[src/rtl/dual_issue_scheduler.sv]
// Dual-issue scheduler: decides per cycle whether the oldest one or two
// buffered RV32I instructions can issue, tracks in-flight register writes
// with a per-register countdown scoreboard, and registers the issue slots.
module dual_issue_scheduler #(
    parameter int ALU_LAT  = 1,
    parameter int LOAD_LAT = 3,
    parameter int CNT_W    = 3
) (
    input  logic        clk,
    input  logic        n_rst,
    input  logic        en,
    input  logic        stall_in,
    input  logic        flush,
    input  logic        nothing_filled,
    input  logic [31:0] instruction0,
    input  logic [31:0] instruction1,
    output logic        freeze1,
    output logic        freeze2,
    output logic        dependency_on_ins2,
    output logic        issue0_valid,
    output logic [31:0] issue0_instr,
    output logic        issue1_valid,
    output logic [31:0] issue1_instr
);

    localparam logic [6:0] OPC_OP     = 7'b0110011;
    localparam logic [6:0] OPC_OPIMM  = 7'b0010011;
    localparam logic [6:0] OPC_LOAD   = 7'b0000011;
    localparam logic [6:0] OPC_STORE  = 7'b0100011;
    localparam logic [6:0] OPC_BRANCH = 7'b1100011;
    localparam logic [6:0] OPC_LUI    = 7'b0110111;
    localparam logic [6:0] OPC_AUIPC  = 7'b0010111;
    localparam logic [6:0] OPC_JAL    = 7'b1101111;
    localparam logic [6:0] OPC_JALR   = 7'b1100111;

    localparam logic [CNT_W-1:0] ALU_CNT  = CNT_W'(ALU_LAT);
    localparam logic [CNT_W-1:0] LOAD_CNT = CNT_W'(LOAD_LAT);

    function automatic logic uses_rs1(input logic [6:0] op);
        return (op == OPC_OP) || (op == OPC_BRANCH) || (op == OPC_STORE) ||
               (op == OPC_OPIMM) || (op == OPC_LOAD) || (op == OPC_JALR);
    endfunction

    function automatic logic uses_rs2(input logic [6:0] op);
        return (op == OPC_OP) || (op == OPC_BRANCH) || (op == OPC_STORE);
    endfunction

    function automatic logic writes_rd(input logic [6:0] op);
        return (op == OPC_OP) || (op == OPC_OPIMM) || (op == OPC_LOAD) ||
               (op == OPC_LUI) || (op == OPC_AUIPC) || (op == OPC_JAL) ||
               (op == OPC_JALR);
    endfunction

    function automatic logic is_mem(input logic [6:0] op);
        return (op == OPC_LOAD) || (op == OPC_STORE);
    endfunction

    function automatic logic is_ctrl(input logic [6:0] op);
        return (op == OPC_BRANCH) || (op == OPC_JAL) || (op == OPC_JALR);
    endfunction

    logic [CNT_W-1:0] sb_q [32];
    logic [CNT_W-1:0] sb_d [32];

    logic        issue0_valid_q, issue1_valid_q;
    logic [31:0] issue0_instr_q, issue1_instr_q;

    logic [6:0] op0, op1;
    logic [4:0] rd0, rs1_0, rs2_0, rd1, rs1_1, rs2_1;
    logic       wr0, wr1;
    logic       ready0, ready1;
    logic       active, raw, pair_block;
    logic       issue_one, issue_two;

    assign op0   = instruction0[6:0];
    assign rd0   = instruction0[11:7];
    assign rs1_0 = instruction0[19:15];
    assign rs2_0 = instruction0[24:20];
    assign op1   = instruction1[6:0];
    assign rd1   = instruction1[11:7];
    assign rs1_1 = instruction1[19:15];
    assign rs2_1 = instruction1[24:20];

    // x0 never creates a hazard, so destination x0 is treated as "no write".
    assign wr0 = writes_rd(op0) && (rd0 != 5'd0);
    assign wr1 = writes_rd(op1) && (rd1 != 5'd0);

    assign ready0 = (!uses_rs1(op0) || rs1_0 == 5'd0 || sb_q[rs1_0] == '0) &&
                    (!uses_rs2(op0) || rs2_0 == 5'd0 || sb_q[rs2_0] == '0);
    assign ready1 = (!uses_rs1(op1) || rs1_1 == 5'd0 || sb_q[rs1_1] == '0) &&
                    (!uses_rs2(op1) || rs2_1 == 5'd0 || sb_q[rs2_1] == '0);

    // Hazard evaluation and the freeze/slide handshake back to the fetch buffer.
    always_comb begin
        active = !nothing_filled && (instruction0 != 32'd0);
        raw    = wr0 && ((uses_rs1(op1) && rs1_1 == rd0) ||
                         (uses_rs2(op1) && rs2_1 == rd0));
        // Conditions that restrict this cycle to issuing instruction0 alone.
        pair_block = (instruction1 == 32'd0) || raw || !ready1 ||
                     (is_mem(op0) && is_mem(op1)) ||
                     is_ctrl(op0) || is_ctrl(op1);
        freeze2            = active && stall_in;
        freeze1            = active && (stall_in || !ready0);
        dependency_on_ins2 = active && !freeze1 && pair_block;
        issue_one          = active && !freeze1;
        issue_two          = issue_one && !pair_block;
    end

    // Scoreboard next state: decrement, then newly issued writers reload;
    // instruction1 is applied last so it wins a same-rd dual issue.
    always_comb begin
        for (int r = 0; r < 32; r++) begin
            sb_d[r] = sb_q[r];
            if (sb_q[r] != '0) begin
                sb_d[r] = sb_q[r] - CNT_W'(1);
            end
            if (issue_one && wr0 && rd0 == 5'(r)) begin
                sb_d[r] = (op0 == OPC_LOAD) ? LOAD_CNT : ALU_CNT;
            end
            if (issue_two && wr1 && rd1 == 5'(r)) begin
                sb_d[r] = (op1 == OPC_LOAD) ? LOAD_CNT : ALU_CNT;
            end
        end
    end

    // Scoreboard state; flush does not touch it since issued work keeps flowing.
    always_ff @(posedge clk or posedge n_rst) begin
        if (n_rst) begin
            sb_q <= '{default: '0};
        end else if (en) begin
            sb_q <= sb_d;
        end
    end

    // Registered issue slots into execute; instructions hold when not issued.
    always_ff @(posedge clk or posedge n_rst) begin
        if (n_rst) begin
            issue0_valid_q <= 1'b0;
            issue1_valid_q <= 1'b0;
            issue0_instr_q <= 32'd0;
            issue1_instr_q <= 32'd0;
        end else if (en) begin
            issue0_valid_q <= issue_one && !flush;
            issue1_valid_q <= issue_two && !flush;
            if (issue_one && !flush) begin
                issue0_instr_q <= instruction0;
            end
            if (issue_two && !flush) begin
                issue1_instr_q <= instruction1;
            end
        end
    end

    assign issue0_valid = issue0_valid_q;
    assign issue1_valid = issue1_valid_q;
    assign issue0_instr = issue0_instr_q;
    assign issue1_instr = issue1_instr_q;

endmodule

[config.mk]
export PLATFORM = sky130hd
export DESIGN_NAME = dual_issue_scheduler
export DESIGN_NICKNAME = d
export VERILOG_FILES = /design/src/rtl/dual_issue_scheduler.sv
export SDC_FILE = /design/constraint.sdc
export NUM_CORES = 1
export LEC_CHECK = 0
export BUFFER_PORTS_ARGS = -buffer_cell sky130_fd_sc_hd__clkbuf_2
export CAP_MARGIN = 5
export CORE_UTILIZATION = 35
export CTS_CLUSTER_DIAMETER = 200
export DETAILED_ROUTE_END_ITERATION = 10
export SETUP_SLACK_MARGIN = 0.1
export SLEW_MARGIN = 10
export SYNTH_ARGS = -nofsm -noshare
export SYNTH_HDL_FRONTEND = slang
export SYNTH_SLANG_ARGS = --single-unit
[constraint.sdc]
create_clock -name clk -period 5.8 [get_ports clk]
set_clock_uncertainty 0.2 [all_clocks]
set_input_delay 0.29 -clock clk [delete_from_list [all_inputs] [get_ports clk]]
set_output_delay 0.29 -clock clk [all_outputs]
set_load 0.02 [all_outputs]
Word-level counts from Yosys, hierarchy flattened --
Cells that the tools add are included.
Storage, ports and cells: input port bits 70, flip-flop bits (word level) 162, output and inout port bits 69
Cells by class: $lt $le $gt $ge 4, bitwise operators 4, $add $sub $neg 32, equality and inequality tests 82, mux-type cells 110, reductions and logical operators 247
Operators with widths (count):
- $mux 3 | 104
- $reduce_bool 3->1 | 64
- $eq 5x5->1 const B | 32
- $sub 3x1->3 const B | 32
- $logic_and 1x1->1 | 82
- $eq 5x4->1 const B | 16
- $reduce_and 2->1 | 34
- $bmux 3 s5 | 4
- $logic_or 1x1->1 | 43
- $eq 7x6->1 const B | 6
- $eq 7x7->1 const B | 6
- $eq 5x3->1 const B | 8
- $logic_not 32->1 | 1
- $reduce_bool 32->1 | 1
- $logic_not 5->1 | 6
- $eq 7x5->1 const B | 4
- $ge 6x6->1 const B | 4
- $not 5->6 | 4
- $eq 5x2->1 const B | 4
- $eq 7x2->1 const B | 2
- $logic_not 3->1 | 4
- $eq 5x1->1 const B | 2
- $eq 5x5->1 | 2
- $logic_not 1->1 | 10
- other kinds (2) | 4

Logic depth before layout (Yosys ltp) --
word-level depth 21, mapped depth 16

Least setup slack after synthesis --
OpenSTA, ideal clock, no wires.
path kind input-to-reg, start in instruction0[22], end reg issue1_instr_q[21] (netlist: issue1_instr[21]), slack 2095 ps, arrival time 3377 ps, path buffers 5, stages 14, setup time 128 ps, path through buf_6 > mux4_2 > a311oi_1 > a21oi_1 > or4_1 > and3_1 > clkbuf_1 > or2_1 > buf_2 > or4_1 > buf_4 > nor2_8 > buf_6 > mux2_1
Between the ends: longest elaborated chain between the ends 15, elaborated cells on any way between the ends 19, those cells by class 3 x mux; 1 x bitwise; 15 x reduce/logical
RTL lines:
- start: declaration | RTL line 15 | input logic [31:0] instruction0,
- $not 5->6 (implied by the code) | RTL line 89 | (!uses_rs2(op0) || rs2_0 == 5'd0 || sb_q[rs2_0] == '0);
- $bmux 3 s5 | RTL line 89
- $mux 3 (implied by the code) (2 in series) | RTL line 89
- $logic_not 3->1 | RTL line 89
- $logic_or 1x1->1 | RTL line 89
- $logic_and 1x1->1 | RTL line 88 | assign ready0 = (!uses_rs1(op0) || rs1_0 == 5'd0 || sb_q[rs1_0] == '0) &&
- $logic_not 1->1 | RTL line 103 | freeze1 = active && (stall_in || !ready0);
- $logic_or 1x1->1 | RTL line 103
- $logic_and 1x1->1 | RTL line 103
- $logic_not 1->1 | RTL line 105 | issue_one = active && !freeze1;
- $logic_and 1x1->1 * | RTL line 105
- $logic_and 1x1->1 * | RTL line 106 | issue_two = issue_one && !pair_block;
- $logic_and 1x1->1 * | RTL line 148 | if (issue_two && !flush) begin
- $reduce_and 2->1 (no line) *
- end signal: assignment | RTL line 149 | issue1_instr_q <= instruction1;
- end: declaration | RTL line 66 | logic [31:0] issue0_instr_q, issue1_instr_q;
Mark *: on every way between the ends. The rest lies on a longest branch, timed or not. The select of a mux whose other input is x is not followed. A chain may end at the register's enable or synchronous reset.

Final worst setup path --
start in instruction0[0], end reg sb_q[28] in the netlist's numbering
Between the ends: longest elaborated chain between the ends 20, elaborated cells on any way between the ends 56, those cells by class 9 x eq/ne; 3 x mux; 44 x reduce/logical
RTL lines:
- $eq 7x6->1, or another cell as far along | RTL line 40, 45, 49
- $logic_or 1x1->1 (on tied branches) (2 in series) | RTL line 40, 45, 49
- $logic_or 1x1->1 (on tied branches) | RTL line 40, 49
- $logic_or 1x1->1 (on tied branches) (2 in series) | RTL line 41, 50
- $logic_not 1->1 or $logic_or 1x1->1 (tied branches) | RTL line 88, 50
- $logic_or 1x1->1 or $logic_and 1x1->1 (tied branches) | RTL line 88, 85
- $logic_or 1x1->1 or $logic_and 1x1->1 (tied branches) | RTL line 88, 96
- $logic_and 1x1->1 or $logic_or 1x1->1 (tied branches) | RTL line 88, 99
- $logic_not 1->1 or $logic_or 1x1->1 (tied branches) | RTL line 103, 99
- $logic_or 1x1->1 (on tied branches) | RTL line 103, 99
- $logic_and 1x1->1 or $logic_or 1x1->1 (tied branches) | RTL line 103, 100
- $logic_not 1->1 or $logic_or 1x1->1 (tied branches) | RTL line 105, 101
- $logic_and 1x1->1 or $logic_not 1->1 (tied branches) | RTL line 105, 106
- $logic_and 1x1->1 | RTL line 106
- $logic_and 1x1->1 (2 in series) | RTL line 120 | if (issue_two && wr1 && rd1 == 5'(r)) begin
- $reduce_bool 3->1 (no line)
- $reduce_and 2->1 (no line)
- end signal: assignment | RTL line 129 | sb_q <= '{default: '0};
- end signal: assignment | RTL line 131 | sb_q <= sb_d;
- end: declaration | RTL line 62 | logic [CNT_W-1:0] sb_q [32];
Parallel ways exist; a longest one is shown, timed or not.

==> results.md <==
- Die Ht: 183.1 um
- Row cnt: 65
- Die area: 33520 sq um
- Vias in the first global route: 10.43k
- Layout cells sized above 1: 19.04%
- Largest net degree at the start of global routing: 105
- DR vias: 10.66k
- Vias/cell: 5.938
- Clock period minus worst slack: 4.700 ns
- Netlist cell types: 73
- Critical Path Max Stage Delay: 0.92 ns
- Post-synth ARST share: 100.0%
- Worst EP arrival: 4.85 ns
- Largest area contributor in the netlist: dfrtp_1
- # DRC: 0
- Worst-path clk slew: 0.07 ns
- Worst reg2reg path startpoint: sb_q[54]
- Crit-path cells: dlygate4sd3_1 -> clkbuf_2 -> nand2_1 -> a2111oi_0 -> o21ai_0 -> a311oi_1 -> and3_1 -> buf_4 -> or2_1 -> buf_4 -> nor4_1 -> o31ai_1 -> mux2i_1
- DRT iter0 DRCs: 883
- Clk sinks: 162
- Global-route wire length before repair: 59.62 mm
- Max Freq: 212.8 MHz
- DIE WIDTH: 183.1 um
- Min-Delay Path Class: in2reg
- WS Path Type: in2reg
- HPWL after detailed placement: 27.77 mm
- CTS tree: yes
- Largest family of logic cells by synthesized area: simple AND/OR/NAND/NOR gates
- Leakage: 5.908 nW
- Mapped cell area: 11480 sq um
- Slew @ Worst Pin: 1.051 ns
- PD cells: 432.9 nW/um^2
- Clock Tree Buf Depth: 2
- Setup violations, final: 0
- Hold Path Depth: 2
- Mapped Avg Cell Area: 9.407 sq um
- Worst skew pair latency: 0.44 ns
- RSZ-0062 raised after global routing: no
- Reg area: 4054 sq um
- Port bufs: 138
- GR Overflow Total: 0
- Number of enable flip-flop cells after synthesis: 0
- Post-placement worst setup slack: 0.9327 ns
- Seq cells post-synth: 162
- Worst setup EP type: register
- Final cell count without fillers: 1796
- Initial antenna violation count: 2
- Main synth FF type: dfrtp_1
- WL/cell: 21.49 um
- Placed Cells: 1726
- Fill cells: 3200
- Hold path startpoint: instruction0[6]
- Complex-gate fraction of the synthesized area: 13.81%
- Reg2reg setup slack: 1.11 ns
- Final Max Tran Viols: 0
- Slowest-stage cell, CP: a2111oi_0
- NumNets Final: 1481
- H-tree levels: 4
- Syn Nets: 1354
- Pre-antenna DRT Iters: 5
- Mux contribution to synthesized area: 15.08%
- Area growth syn-to-layout: 17.32%
- Peak VDD IR: 0.1870 mV
- Register area share after synthesis: 35.32%
- Synth Area in Adders: 6.978%
- Rel. slew slack: 29.65%
- Synth Area in Simple Gates: 20.32%
- Status: completed
- Core area: 31880 sq um
- Io pins: 139
- Routed Antenna Nets: 0
- Setup TNS: 0 ns
- Top-area cell type share of the netlist area: 35.32%
- Worst Hold End: issue0_instr[6]
- Critical R2R Capture: issue1_instr[28]
- Post-cts sizing count: 0
- Startpoint Class: input pin
- Final Cell Area: 13460 sq um
- CP dominant cell by count: buf_4
- DP Area: 12480 sq um
- Top post-synthesis cells by area: dfrtp_1 35%, mux2i_1 7.3%, ha_1 7.0%, inv_1 4.5%, nor4_1 4.0%
- Setup Fix Bufs, Post-CTS: 0
- Starting density of the core: 36.00%
- Cells after Synth: 1220
- Final setup margin: 1.100 ns
- Pwr Total: 0.005829 W
- WP data required: 5.95 ns
- Total Routing Usage GR: 23.12%
- Max FO, Critical Path: 33
- GPL Wtd Cong: 1.004
- Cells on worst reg2reg path: 10
- CTS buffer count: 17
- Count of final hold-check violations: 0
- Synth warn: 0
- CTS root buf: clkbuf_16
- Multi-input combinational cell area: 6554 sq um
- XOR/XNOR Fraction of Synth Area: 0.8395%
- Routed WL: 38.60 mm
- Max_cap viols: 0
- Final worst-path cycle share: 81.03%
-- power by group --
group          internal [W]  switching [W]
Combinational       0.00114        0.00144
Clock              0.000673       0.000519
Sequential          0.00160       0.000453
Total               0.00342        0.00241
-- worst max-delay path, delay by kind of cell --
family,cells,cell delay (ns)
AO/OA/AOI/OAI,4,1.91
AND/OR/NAND/NOR,4,0.95
multiplexers,1,0.27
buffers and inverters,4,1.37
-- worst max path at each step --
| stage | start | end | slack [ns] | cells past startpoint |
|---|---|---|---|---|
| 6_report | instruction0[0] | sb_q[28] | 1.10 | 13 |
| 5_1_grt | instruction0[0] | sb_q[72] | 0.77 | 13 |
| 3_3_place_gp | instruction0[21] | issue1_instr[28] | 0.96 | 11 |
| 3_5_place_dp | instruction0[21] | issue1_instr[30] | 0.93 | 11 |
| 2_1_floorplan | n_rst | issue0_instr[0] | 0.93 | 1 |
| 4_1_cts | sb_q[54] | issue1_instr[30] | 1.21 | 10 |
-- Yosys cell counts (7+ instances only) --
| library cell | instances |
|---|---|
| mux2_2 | 34 |
| inv_1 | 139 |
| nor4b_1 | 10 |
| a2111oi_0 | 9 |
| o2bb2ai_1 | 9 |
| o22ai_1 | 31 |
| or3_1 | 33 |
| a211oi_1 | 7 |
| nand3b_1 | 13 |
| ha_1 | 64 |
| a311oi_1 | 7 |
| mux2i_1 | 84 |
| nor4_1 | 74 |
| a22o_1 | 10 |
| nor2_1 | 38 |
| nor2b_1 | 11 |
| o41ai_1 | 11 |
| nand4_1 | 16 |
| mux2_1 | 29 |
| o21ai_1 | 8 |
| o21ai_0 | 48 |
| clkbuf_1 | 60 |
| nand2b_1 | 8 |
| nand2_1 | 43 |
| dfrtp_1 | 162 |
| mux4_2 | 8 |
| buf_2 | 11 |
| or4_1 | 28 |
| a21oi_1 | 9 |
| nor3_1 | 46 |
| nand3_1 | 18 |
| o31ai_1 | 23 |
| a21o_1 | 14 |
| nor4_2 | 13 |
-- state kept, by name, indices dropped and copies added, names as in the netlist --
signal        cells
sb_q             96
issue0_instr     32
issue1_instr     32
issue0_valid      1
issue1_valid      1
-- through the flow --
stage / hold WS [ns] / utilization [%]
after floorplan: 0.2247 / -
after global placement: 0.2616 / 39.14
after detailed placement: 0.2735 / 39.14
after CTS: 0.004266 / 42.23
after global routing: 0.02404 / 42.23
final: 0.01722 / 42.23
-- layout make-up --
cell class / count / share of cell area (%)
inverter: 140 / 3.940
clock inverter: 13 / 1.189
multi-input combinational: 837 / 48.68
clock buffer: 19 / 3.364
timing repair buffer: 189 / 8.661
antenna: 1 / 0.01859
sequential: 162 / 30.11
tap: 435 / 4.042
-- logic make-up after synthesis --
kind of cell | count (synthesis)
simple gates | 382
compound gates | 225
buf+inv | 221
flops | 162
mux | 155
fa+ha+maj | 64
xor+xnor | 11
-- cells in the final DEF, fill, tap and decap left out, types with 29 or more instances in the layout --
cell type and count:
nor2_1 38, o22ai_1 31, mux2_1 29, or3_1 32
nand2_1 43, nor4_1 74, ha_1 64, o21ai_0 48
mux2_2 34, mux2i_1 84, nor3_1 46, clkbuf_2 138
dlygate4sd3_1 37, inv_1 138, dfrtp_1 162
-- per-layer routing --
metal  wire, um  GRT usage [%]  share of wire, %
met1      16400          29.98                42
met2      18170          37.76                47
met3       2808          4.428               7.3
met4       1227          9.400               3.2
met5          0              0                 0
-- repair_timing --
action,in CTS,in global routing
setup endpoints to repair,0,0
hold buffers,37,0
endpoints found under the hold margin,139,0
No activity file was read; power rests on OpenSTA's default activity.
